**src/rtl/hba_bus_master.sv**
```systemverilog
// HBA bus initiator: takes single read/write commands on a valid/ready port,
// requests the bus, runs one transfer and returns a one-cycle response.
module hba_bus_master #(
   parameter int DBUS_WIDTH        = 8,
   parameter int PERIPH_ADDR_WIDTH = 4,
   parameter int REG_ADDR_WIDTH    = 8,
   parameter int ADDR_WIDTH        = PERIPH_ADDR_WIDTH + REG_ADDR_WIDTH,
   parameter int TIMEOUT_CYCLES    = 255
) (
   input  logic                  hba_clk,
   input  logic                  hba_reset,
   input  logic                  cmd_valid,
   output logic                  cmd_ready,
   input  logic                  cmd_rnw,
   input  logic [ADDR_WIDTH-1:0] cmd_addr,
   input  logic [DBUS_WIDTH-1:0] cmd_wdata,
   output logic                  rsp_valid,
   output logic [DBUS_WIDTH-1:0] rsp_rdata,
   output logic                  rsp_timeout,
   output logic                  hba_mrequest,
   input  logic                  hba_mgrant,
   output logic [ADDR_WIDTH-1:0] hba_abus_master,
   output logic                  hba_rnw_master,
   output logic                  hba_select_master,
   output logic [DBUS_WIDTH-1:0] hba_dbus_master,
   input  logic                  hba_xferack,
   input  logic [DBUS_WIDTH-1:0] hba_dbus
);

   localparam logic [1:0] ST_IDLE = 2'd0;
   localparam logic [1:0] ST_REQ  = 2'd1;
   localparam logic [1:0] ST_XFER = 2'd2;
   localparam logic [1:0] ST_RESP = 2'd3;

   // Wide enough to hold TIMEOUT_CYCLES, and at least one bit when disabled.
   localparam int CNT_W = $clog2(TIMEOUT_CYCLES + 2);

   logic [1:0]            state_q, state_d;
   logic [CNT_W-1:0]      cnt_q, cnt_d;
   logic                  cmd_rnw_q, cmd_rnw_d;
   logic [ADDR_WIDTH-1:0] cmd_addr_q, cmd_addr_d;
   logic [DBUS_WIDTH-1:0] cmd_wdata_q, cmd_wdata_d;
   logic                  cmd_ready_q, cmd_ready_d;
   logic                  rsp_valid_q, rsp_valid_d;
   logic [DBUS_WIDTH-1:0] rsp_rdata_q, rsp_rdata_d;
   logic                  rsp_timeout_q, rsp_timeout_d;
   logic                  mrequest_q, mrequest_d;
   logic [ADDR_WIDTH-1:0] abus_q, abus_d;
   logic                  rnw_m_q, rnw_m_d;
   logic                  select_q, select_d;
   logic [DBUS_WIDTH-1:0] dbus_m_q, dbus_m_d;
   logic                  timeout_hit;

   // True in the last permitted select cycle; xferack in that cycle still wins.
   assign timeout_hit = (TIMEOUT_CYCLES != 0) &&
                        ((int'(cnt_q) + 1) == TIMEOUT_CYCLES);

   always_comb begin
      state_d       = state_q;
      cnt_d         = cnt_q;
      cmd_rnw_d     = cmd_rnw_q;
      cmd_addr_d    = cmd_addr_q;
      cmd_wdata_d   = cmd_wdata_q;
      cmd_ready_d   = cmd_ready_q;
      rsp_valid_d   = 1'b0;
      rsp_rdata_d   = '0;
      rsp_timeout_d = 1'b0;
      mrequest_d    = mrequest_q;
      abus_d        = abus_q;
      rnw_m_d       = rnw_m_q;
      select_d      = select_q;
      dbus_m_d      = dbus_m_q;

      case (state_q)
         ST_IDLE: begin
            if (cmd_valid) begin
               cmd_rnw_d   = cmd_rnw;
               cmd_addr_d  = cmd_addr;
               cmd_wdata_d = cmd_wdata;
               cmd_ready_d = 1'b0;
               mrequest_d  = 1'b1;
               state_d     = ST_REQ;
            end
         end

         ST_REQ: begin
            if (hba_mgrant) begin
               select_d = 1'b1;
               abus_d   = cmd_addr_q;
               rnw_m_d  = cmd_rnw_q;
               dbus_m_d = cmd_rnw_q ? '0 : cmd_wdata_q;
               cnt_d    = '0;
               state_d  = ST_XFER;
            end
         end

         ST_XFER: begin
            cnt_d = cnt_q + CNT_W'(1);
            if (hba_xferack || timeout_hit) begin
               rsp_valid_d   = 1'b1;
               rsp_timeout_d = !hba_xferack;
               rsp_rdata_d   = (hba_xferack && cmd_rnw_q) ? hba_dbus : '0;
               mrequest_d    = 1'b0;
               select_d      = 1'b0;
               abus_d        = '0;
               rnw_m_d       = 1'b0;
               dbus_m_d      = '0;
               state_d       = ST_RESP;
            end
         end

         default: begin
            cnt_d       = '0;
            cmd_ready_d = 1'b1;
            state_d     = ST_IDLE;
         end
      endcase
   end

   always_ff @(posedge hba_clk) begin
      if (hba_reset) begin
         state_q       <= ST_IDLE;
         cnt_q         <= '0;
         cmd_rnw_q     <= 1'b0;
         cmd_addr_q    <= '0;
         cmd_wdata_q   <= '0;
         cmd_ready_q   <= 1'b1;
         rsp_valid_q   <= 1'b0;
         rsp_rdata_q   <= '0;
         rsp_timeout_q <= 1'b0;
         mrequest_q    <= 1'b0;
         abus_q        <= '0;
         rnw_m_q       <= 1'b0;
         select_q      <= 1'b0;
         dbus_m_q      <= '0;
      end else begin
         state_q       <= state_d;
         cnt_q         <= cnt_d;
         cmd_rnw_q     <= cmd_rnw_d;
         cmd_addr_q    <= cmd_addr_d;
         cmd_wdata_q   <= cmd_wdata_d;
         cmd_ready_q   <= cmd_ready_d;
         rsp_valid_q   <= rsp_valid_d;
         rsp_rdata_q   <= rsp_rdata_d;
         rsp_timeout_q <= rsp_timeout_d;
         mrequest_q    <= mrequest_d;
         abus_q        <= abus_d;
         rnw_m_q       <= rnw_m_d;
         select_q      <= select_d;
         dbus_m_q      <= dbus_m_d;
      end
   end

   assign cmd_ready         = cmd_ready_q;
   assign rsp_valid         = rsp_valid_q;
   assign rsp_rdata         = rsp_rdata_q;
   assign rsp_timeout       = rsp_timeout_q;
   assign hba_mrequest      = mrequest_q;
   assign hba_abus_master   = abus_q;
   assign hba_rnw_master    = rnw_m_q;
   assign hba_select_master = select_q;
   assign hba_dbus_master   = dbus_m_q;

endmodule

```
**config.mk**
```make
export PLATFORM = sky130hd
export DESIGN_NAME = hba_bus_master
export DESIGN_NICKNAME = d
export VERILOG_FILES = /design/src/rtl/hba_bus_master.sv
export SDC_FILE = /design/constraint.sdc
export NUM_CORES = 1
export LEC_CHECK = 0
export ABC_CLOCK_PERIOD_IN_PS = 4300
export CAP_MARGIN = 20
export CORE_MARGIN = 3
export CORE_UTILIZATION = 40
export DETAILED_ROUTE_END_ITERATION = 7
export GPL_TIMING_DRIVEN = 1
export PLACE_DENSITY_LB_ADDON = 0.2
export SYNTH_ARGS = -nofsm -noshare
export SYNTH_HDL_FRONTEND = slang
export SYNTH_SLANG_ARGS = --single-unit
```
**constraint.sdc**
```tcl
create_clock -name hba_clk -period 4.3 [get_ports hba_clk]
set_clock_uncertainty 0.2 [all_clocks]
set_input_delay 0.86 -clock hba_clk [delete_from_list [all_inputs] [get_ports hba_clk]]
set_output_delay 0.86 -clock hba_clk [all_outputs]
set_load 0.02 [all_outputs]
```
==> results of run 1 <==
-- cell usage after synthesis, types with 3 or more instances --
cell type / count
a21oi_1: 37
a21oi_2: 10
and2_1: 8
clkbuf_1: 13
dfxtp_1: 66
ha_1: 5
inv_1: 7
mux2i_1: 9
nand2_1: 76
nand3_1: 3
nand3b_1: 12
nor2_1: 16
nor3_1: 5
o21ai_0: 9
o21ai_2: 10
-- sequential cells by signal, indices dropped and copies added (netlist names) --
name and count:
state_q 2, hba_rnw_master 1, cmd_ready 1, hba_abus_master 12, rsp_valid 1, rsp_timeout 1, hba_select_master 1, cmd_wdata_q 8
cnt_q 9, cmd_addr_q 12, cmd_rnw_q 1, rsp_rdata 8, hba_mrequest 1, hba_dbus_master 8
-- per-layer routing --
metal / wire length, µm / part of all wire [%] / track usage [%]
met1: 3059 / 48 / 22.51
met5: 0 / 0 / 0
met3: 418 / 6.5 / 6.145
met4: 55 / 0.86 / 4.945
met2: 2895 / 45 / 25.98
-- per-stage QoR --
step	hold WS (ns)	instances
after floorplan	0.2364	316
after global placement	0.2442	444
after detailed placement	0.2493	444
after CTS	0.2586	459
after global routing	0.2698	459
final	0.2544	459
-- how the worst min path moves through the flow --
stage                                     startpoint                         end  slack, ns  cells after the start
final                     cmd_addr_q[1]$_SDFFE_PP0P_  cmd_addr_q[1]$_SDFFE_PP0P_       0.25                      2
after floorplan           cmd_addr_q[0]$_SDFFE_PP0P_  cmd_addr_q[0]$_SDFFE_PP0P_       0.24                      2
after global routing      cmd_addr_q[2]$_SDFFE_PP0P_  cmd_addr_q[2]$_SDFFE_PP0P_       0.27                      2
after global placement    cmd_addr_q[1]$_SDFFE_PP0P_  cmd_addr_q[1]$_SDFFE_PP0P_       0.24                      2
after detailed placement  cmd_addr_q[6]$_SDFFE_PP0P_  cmd_addr_q[6]$_SDFFE_PP0P_       0.25                      2
after CTS                 cmd_addr_q[8]$_SDFFE_PP0P_  cmd_addr_q[8]$_SDFFE_PP0P_       0.26                      2
-- worst reg2reg max path: stages (launching register included) --
cell	delay (ns)
dfxtp_1	0.37
inv_1	0.08
ha_1	0.53
nor2_2	0.93
nor2_1	0.44
nand3b_1	0.22
a21oi_2	0.07
-- layout make-up --
cell class	instances	area [µm²]
clock buffers	9	123.9
clock inverters	6	58.81
fillers	608	2873
inverters	7	26.28
multi-input cells	226	1323
flip-flops and latches	66	1321
well taps	77	96.34
repair buffers	68	673.1
-- power groups by stage --
stage	Clock [mW]	Combinational, mW	Sequential (mW)
floorplan	0	0.341	0.795
global placement	0	0.550	0.761
detailed placement	0	0.557	0.762
CTS	0.506	0.560	0.749
global route	0.531	0.611	0.758
finish	0.490	0.555	0.749
-- cell families (layout without fill, tap and decap cells) --
group	count (synthesis)	after routing	share of synthesized area, %
AO/OA/AOI/OAI	73	73	17.35
XOR/XNOR	2	2	0.9110
adder cells (fa/ha/maj)	5	5	2.277
buffers and inverters	24	90	3.780
flip-flops	66	66	48.09
multiplexers	9	9	3.279
AND/OR/NAND/NOR	137	137	24.32
==> qor.yml, run 1 <==
setup_path:
  rr_endpoint: "hba_abus_master[9]$_SDFFE_PP0P_"
  critPathTopFamily: "simple AND/OR/NAND/NOR gates"
  crit_start: "state_q[0]$_SDFFE_PP0P_"
  cp.depth: 6
  path_cells: "inv_1 -> ha_1 -> nor2_2 -> nor2_1 -> nand3b_1 -> a21oi_2"
  worstPathMaxFanout: 28
  rr_worst_depth: 6
  r2r_slack_ns: 1.30
  path_class: "flop to flop"
  critPathSlowestCell: "nor2_2"
  critPathBufInv: 1
  critPathCapture: "hba_abus_master[9]$_SDFFE_PP0P_"
  cpPeakStageDelay_ns: 0.93
  cp-end-kind: "flop"
  crit_required_ns: 4.28
  regToRegStartpoint: "state_q[0]$_SDFFE_PP0P_"
  start_kind: "flop"
  arrival_ns: 2.97
power:
  p_leak_nw: 1.291
  netSwitchingPower_mw: 0.6200
  swShare_pct: 34.57
  combPwrFrac_pct: 30.9
  powerDensity_mw_per_mm2: 495.1
  peakVddDrop_v: 0.0002717
  seq_power_share_pct: 41.7
  finalPower_mw: 1.794
  p_clk_share_pct: 27.3
  intPower_mw: 1.174
cells_and_area:
  final_cell_area_mm2: 0.003622
  area_growth_pct: 31.83
  diodes: 0
  layout_common_cells: "76 x nand2_1, 66 x dfxtp_1, 66 x clkdlybuf4s50_1"
  final_layout_size_suffix_gt1_share_pct: 12.57
  final_nets: 417
  layout_commonest_cell: "nand2_1"
  final_util_pct: 55.77
die:
  die_x_um: 88.88
  dieHeight_um: 88.88
  die_area_mm2: 0.007900
  rows: 29
  io_pins: 68
  initial_core_util_pct: 42.30
  core_area_mm2: 0.006495
timing:
  tns_ns: 0
  fin_crit_sh_pct: 69.66
  fmax_mhz: 333.9
  hold_viol: 0
  slew_viol_final: 0
  grt_setup_unrepaired: "false"
  setup_viol: 0
  worst_slack_ns: 1.305
  min_period_ns: 2.995
  tightest_slew_ns: 1.011
  maxSlewHeadroom_pct: 32.56
logic_synthesis:
  seq_area_frac_synth_pct: 48.09
  synth-seq-cells: 66
  synth_area_mm2: 0.002748
  ys_warn_count: 0
  yosysTopAreaCell: "dfxtp_1"
  async_flop_share_pct: 0
  synthCells: 316
  synth.distinct_cells: 39
  ys.flop_type: "dfxtp_1"
  synth_nets: 355
  synth_area_leaders: "dfxtp_1 48%, nand2_1 10%, a21oi_1 6.7%"
  synth.avg_cell_area_um2: 8.695
  synth_top_area_share_pct: 48.09
  synth_edf_count: 0
grt:
  grt_pass1_wl_mm: 10.20
  grt_max_degree: 48
  antenna_found_initial: 0
  grt.total_usage_pct: 16.99
  grt_overflow_total: 0
  grt_pass1_vias: 2135
clocking:
  cts.sinks: 66
  clk_pin_slew_ns: 0.07
  cts.path.max_buffers: 2
  post-cts-setup-buffers: 0
  cts_buffers: 9
  cts_resized: 0
  htreeDepth: 3
  root_buffer: "clkbuf_8"
  ctsHoldBuffers: 0
  clk_latency_ns: 0.33
  cts_tree: "yes"
placed_design:
  place_hpwl_mm: 4.411
  dpl_cell_area_mm2: 0.003440
  io_buffers: 67
  dp_slack_ns: 1.281
  gp_congestion: 0.7560
outcome:
  status: "complete, no violations"
detailed_routing:
  routedWlPerCell_um: 14.00
  routed_wl_mm: 6.428
  ant_nets: 0
  vias_per_cell: 5.098
  initialDrtViolationCount: 97
  via_count: 2340
  drcViolationCount: 0
  drt-pass1-iter-count: 4
worst_hold_path:
  hold_path.class: "flop to flop"
flow_run:
  cap_violations: 0
Note: power is estimated with default switching activity, not from simulation.
==> inputs of run 2 (changes only) <==
- ABC_CLOCK_PERIOD_IN_PS: 4300 -> 2700
- clock period: 4.3 -> 2.7 ns (I/O delays scaled with it)
==> run 2 against run 1 <==
Compared with the run above:
- maximum frequency increased by 31%
- combinational power increased by 68%
- sequential share of layout area decreased by 0.86 points
- global-route usage increased by 0.57 points
- cell count increased by 2.2%
- critical path depth increased by 1
- sequential power increased by 59%
- die area unchanged
- count of clock-buffer cells in the layout increased by 1
- critical endpoint is now hba_abus_master[5]$_SDFFE_PP0P_
- largest cell class unchanged
==> qor.yml, run 2 (synthesis results as in run 1) <==
detailed_routing:
  drt-pass1-iter-count: 5  # +1
  vias_per_cell: 4.968  # -2.6%
  routed_wl_mm: 6.392  # -0.56%
  drcViolationCount: 0  # unchanged
  via_count: 2330  # -0.43%
  initialDrtViolationCount: 88  # -9.3%
  routedWlPerCell_um: 13.63  # -2.7%
  ant_nets: 0  # unchanged
power:
  powerDensity_mw_per_mm2: 796.9  # +61%
  combPwrFrac_pct: 31.5  # +0.6 points
  netSwitchingPower_mw: 1.013  # +63%
  swShare_pct: 34.28  # -0.29 points
  seq_power_share_pct: 40.2  # -1.5 points
  peakVddDrop_v: 0.0006096  # +120%
  p_leak_nw: 1.340  # +3.8%
  intPower_mw: 1.943  # +66%
  p_clk_share_pct: 28.3  # +1.0 points
  finalPower_mw: 2.956  # +65%
grt:
  antenna_found_initial: 0  # unchanged
  grt.total_usage_pct: 17.56  # +0.57 points
  grt_overflow_total: 0  # unchanged
  grt_pass1_wl_mm: 10.52  # +3.2%
  grt_max_degree: 47  # -2.1%
  grt_pass1_vias: 2223  # +4.1%
placed_design:
  place_hpwl_mm: 4.383  # -0.62%
  gp_congestion: 0.7656  # +1.3%
  io_buffers: 67  # unchanged
  dpl_cell_area_mm2: 0.003507  # +2.0%
timing:
  min_period_ns: 2.295  # -0.7003 ns
  fin_crit_sh_pct: 85.00  # +15 points
  grt_setup_unrepaired: "false"
  tns_ns: 0  # unchanged
  maxSlewHeadroom_pct: 34.04  # +1.5 points
  fmax_mhz: 435.7  # +31%
  tightest_slew_ns: 0.9884  # -0.02216 ns
  setup_viol: 0  # unchanged
  slew_viol_final: 0  # unchanged
  hold_viol: 0  # unchanged
  fin_hold_ws_ns: 0.2559  # +0.001588 ns
setup_path:
  arrival_ns: 2.31  # -0.66 ns
  worstPathMaxFanout: 15  # -46%
  start_kind: "flop"
  crit_required_ns: 2.71  # -1.57 ns
  path_cells: "inv_1 -> ha_1 -> nor2_2 -> nor2_1 -> buf_4 -> nand3b_1 -> a21oi_2"
  cp-end-kind: "flop"
  cpPeakStageDelay_ns: 0.77  # -0.16 ns
  path_class: "flop to flop"
  critPathSlowestCell: "nor2_2"
clocking:
  root_buffer: "clkbuf_8"
  clk_pin_slew_ns: 0.08  # about the same
  clk_latency_ns: 0.34  # about the same
  htreeDepth: 3  # unchanged
  cts.sinks: 66  # unchanged
  ctsHoldBuffers: 0  # unchanged
  cts_tree: "yes"
  cts_buffers: 9  # unchanged
  post-cts-setup-buffers: 0  # unchanged
  cts.path.max_buffers: 2  # unchanged
  cts_resized: 0  # unchanged
cells_and_area:
  final_cell_area_mm2: 0.003710  # +2.4%
  final_layout_size_suffix_gt1_share_pct: 14.80  # +2.2 points
  diodes: 0  # unchanged
  final_nets: 426  # +2.2%
  num-fill-cells: 589  # -3.1%
  layout_commonest_cell: "nand2_1"
  area_growth_pct: 35.02
  layout_common_cells: "76 x nand2_1, 66 x dfxtp_1, 66 x clkdlybuf4s50_1"
die:
  io_pins: 68  # unchanged
  rows: 29  # unchanged
  core_area_mm2: 0.006495  # unchanged
  initial_core_util_pct: 42.30  # unchanged
  die_x_um: 88.88  # unchanged
  dieHeight_um: 88.88  # unchanged
  die_area_mm2: 0.007900  # unchanged
outcome:
  status: "complete, no violations"
flow_run:
  cap_violations: 0  # unchanged
worst_hold_path:
  hold_path.class: "flop to flop"
[run 2: cell type report]
cell class                      instances  area, µm²  share of cell area [%]
Multi-Input combinational cell        226       1323                   35.65
Sequential cell                        66       1321                   35.62
Clock buffer                           10      137.6                   3.710
Tap cell                               77      96.34                   2.597
Clock inverter                          6      65.06                   1.754
Timing Repair Buffer                   77      740.7                   19.97
Inverter                                7      26.28                  0.7083
[run 2: per-stage QoR]
step	utilization [%]	worst slack, ns	instances
detailed placement	54.00	0.3156	453
global route	57.12	0.2310	469
finish	57.12	0.4050	469
CTS	57.12	0.4058	469
global placement	54.00	0.3593	453
floorplan	-	0.8522	316
[run 2: power by group through the flow]
stage | registers [mW] | clock network (mW) | logic [mW]
after floorplan | 1.27 | 0 | 0.543
after global placement | 1.21 | 0 | 0.926
after detailed placement | 1.21 | 0 | 0.935
after CTS | 1.19 | 0.862 | 0.941
after global routing | 1.20 | 0.898 | 1.03
final | 1.19 | 0.837 | 0.932
[run 2: critical path, delay by kind of cell (launching register included)]
family	cells	cell delay (ns)
simple gates	3	1.00
flops	1	0.37
buf+inv	2	0.30
fa+ha+maj	1	0.23
compound gates	1	0.06
[run 2: worst paths after layout]
check	start	to	slack [ns]	cells after the start
max reg2reg	state_q[0]$_SDFFE_PP0P_	hba_abus_master[5]$_SDFFE_PP0P_	0.41	7
min	hba_dbus_master[7]$_SDFFE_PP0P_	hba_dbus_master[7]$_SDFFE_PP0P_	0.26	2
max	state_q[0]$_SDFFE_PP0P_	hba_abus_master[5]$_SDFFE_PP0P_	0.41	7
min reg2reg	hba_dbus_master[7]$_SDFFE_PP0P_	hba_dbus_master[7]$_SDFFE_PP0P_	0.26	2
[run 2: layer usage]
layer	GRT usage [%]	vias to the layer above	wire, µm
li1	-	1199	-
met1	22.13	1047	2989
met2	28.14	72	2866
met3	5.866	12	433
met4	6.044	0	103
met5	0	-	0
==> inputs of run 3 (changes only) <==
- ABC_CLOCK_PERIOD_IN_PS: 2700 -> 2000
- clock period: 2.7 -> 2 ns (I/O delays scaled with it)
==> run 3 against run 2 <==
Compared with the run above:
- via count is 4.5% higher
- critical path depth down 6
- clock power grew 40%
- power increased by 41%
==> qor.yml, run 3 (synthesis results as in run 1) <==
grt:
  antenna_found_initial: 0  # unchanged
  grt.total_usage_pct: 18.18  # +0.62 points
  grt_overflow_total: 0  # unchanged
  grt_pass1_wl_mm: 10.93  # +3.9%
  grt_pass1_vias: 2372  # +6.7%
  grt_max_degree: 46  # -2.1%
timing:
  hold_viol: 0  # unchanged
  slew_viol_final: 0  # unchanged
  min_period_ns: 1.945
  fin_crit_sh_pct: 97.24
  setup_viol: 0  # unchanged
  tightest_slew_ns: 0.5296  # -0.4588 ns
  fmax_mhz: 514.2
  fin_hold_ws_ns: 0.2114  # -0.04455 ns
  maxSlewHeadroom_pct: 64.70  # +31 points
  grt_setup_unrepaired: "false"
cells_and_area:
  multiInputGateArea_mm2: 0.001346  # +1.8%
  seq_area_mm2: 0.001329  # +0.57%
  num-fill-cells: 560  # -4.9%
  diodes: 0  # unchanged
  area_growth_pct: 41.76
  final_layout_size_suffix_gt1_share_pct: 20.05  # +5.3 points
  layout_commonest_cell: "nand2_1"
  final_cell_area_mm2: 0.003895  # +5.0%
  layout_common_cells: "76 x nand2_1, 65 x clkdlybuf4s50_1, 62 x dfxtp_1"
  final_nets: 443  # +4.0%
clocking:
  cts.sinks: 66  # unchanged
  htreeDepth: 3  # unchanged
  clk_latency_ns: 0.34  # about the same
  cts.path.max_buffers: 2  # unchanged
  clk_pin_slew_ns: 0.07  # about the same
  cts_tree: "yes"
  cts_buffers: 9  # unchanged
  root_buffer: "clkbuf_8"
flow_run:
  cap_violations: 0  # unchanged
power:
  intPower_mw: 2.802  # +44%
  p_leak_nw: 1.455  # +8.6%
  p_clk_share_pct: 28.0  # -0.3 points
  seq_power_share_pct: 38.7  # -1.5 points
  peakVddDrop_v: 0.0005372  # -12%
  combPwrFrac_pct: 33.3  # +1.8 points
  swShare_pct: 32.74  # -1.5 points
  netSwitchingPower_mw: 1.364  # +35%
  powerDensity_mw_per_mm2: 1070  # +34%
setup_path:
  cpPeakStageDelay_ns: 0.64  # -0.13 ns
  path_cells: "clkdlybuf4s50_1"
  worstPathMaxFanout: 2  # -13
  critPathTopFamily: "buffers and inverters"
  path_class: "flop to primary output"
  start_kind: "flop"
  cp-end-kind: "primary output"
  critPathBufInv: 1  # -1
  crit_required_ns: 1.40  # -1.31 ns
  critPathSlowestCell: "clkdlybuf4s50_1"
  arrival_ns: 1.34  # -0.97 ns
die:
  rows: 29  # unchanged
  dieHeight_um: 88.88  # unchanged
  initial_core_util_pct: 42.30  # unchanged
  die_area_mm2: 0.007900  # unchanged
  io_pins: 68  # unchanged
  core_area_mm2: 0.006495  # unchanged
  die_x_um: 88.88  # unchanged
placed_design:
  place_hpwl_mm: 4.721  # +7.7%
  gp_congestion: 0.8085  # +5.6%
  dpl_cell_area_mm2: 0.003632  # +3.6%
  io_buffers: 67  # unchanged
detailed_routing:
  via_count: 2436  # +4.5%
  routedWlPerCell_um: 13.51  # -0.84%
  initialDrtViolationCount: 90  # +2.3%
  routed_wl_mm: 6.568  # +2.8%
  vias_per_cell: 5.012  # +0.89%
  ant_nets: 0  # unchanged
  drt-pass1-iter-count: 4  # -1
  drcViolationCount: 0  # unchanged
outcome:
  status: "complete, no violations"
worst_hold_path:
  hold_path.class: "input pin to flop"
-- run 3: worst paths after layout --
check        cells after the start                       startpoint                               end  slack (ns)
min reg2reg                      2      cmd_wdata_q[1]$_SDFFE_PP0P_   hba_dbus_master[1]$_SDFFE_PP0P_        0.26
max                              1  hba_abus_master[9]$_SDFFE_PP0P_                hba_abus_master[9]        0.06
max reg2reg                      8            cnt_q[0]$_SDFFE_PP0P_  hba_abus_master[11]$_SDFFE_PP0P_        0.11
min                              4                        hba_reset              rsp_valid$_SDFF_PP0_        0.21
-- run 3: what timing repair did --
action                                 in CTS  in global routing
buffers inserted                            0                  2
endpoints found under the hold margin       0                  0
gates resized for setup                     0                 10
setup endpoints to repair                   0                 13
hold buffers                                0                  0
-- run 3: metrics by stage --
stage | power (mW) | setup WS [ns] | utilization [%] | cells | setup TNS (ns)
detailed placement | 3.033 | -0.1264 | 55.92 | 468 | -1.463
finish | 4.166 | 0.05520 | 59.97 | 486 | 0
global placement | 3.010 | -0.05816 | 55.92 | 468 | -0.2942
CTS | 4.210 | 0.02346 | 59.22 | 484 | 0
global route | 4.423 | 0.008725 | 59.97 | 486 | 0
floorplan | 2.442 | 0.1522 | - | 316 | 0
-- run 3: layout make-up --
type	instances	area share [%]
multi-input combinational	226	34.56
sequential	66	34.11
timing repair buffer	94	22.68
clock buffer	12	4.240
tap	77	2.473
clock inverter	4	1.253
inverter	7	0.6746
-- run 3: routing by layer --
| layer | vias to the layer above | routed length [µm] | GRT usage (%) |
|---|---|---|---|
| met4 | 0 | 83 | 6.456 |
| met3 | 6 | 398 | 6.611 |
| met2 | 60 | 3035 | 28.61 |
| met5 | - | 0 | 0 |
| met1 | 1123 | 3050 | 22.91 |
| li1 | 1247 | - | - |
-- run 3: power by group through the flow --
stage	sequential (mW)	combinational, mW	clock (mW)
final	1.61	1.39	1.17
after global routing	1.63	1.54	1.25
after CTS	1.61	1.40	1.20
after detailed placement	1.64	1.40	0
after global placement	1.64	1.37	0
after floorplan	1.71	0.734	0
-- run 3: worst register-to-register path, cell delays in order (launching register included) --
cell and delay, ns:
dfxtp_4 0.37, ha_4 0.17, xnor2_2 0.14, nor3_4 0.24
a31oi_4 0.13, buf_12 0.16, buf_4 0.16, o21ai_2 0.13
a21oi_2 0.06
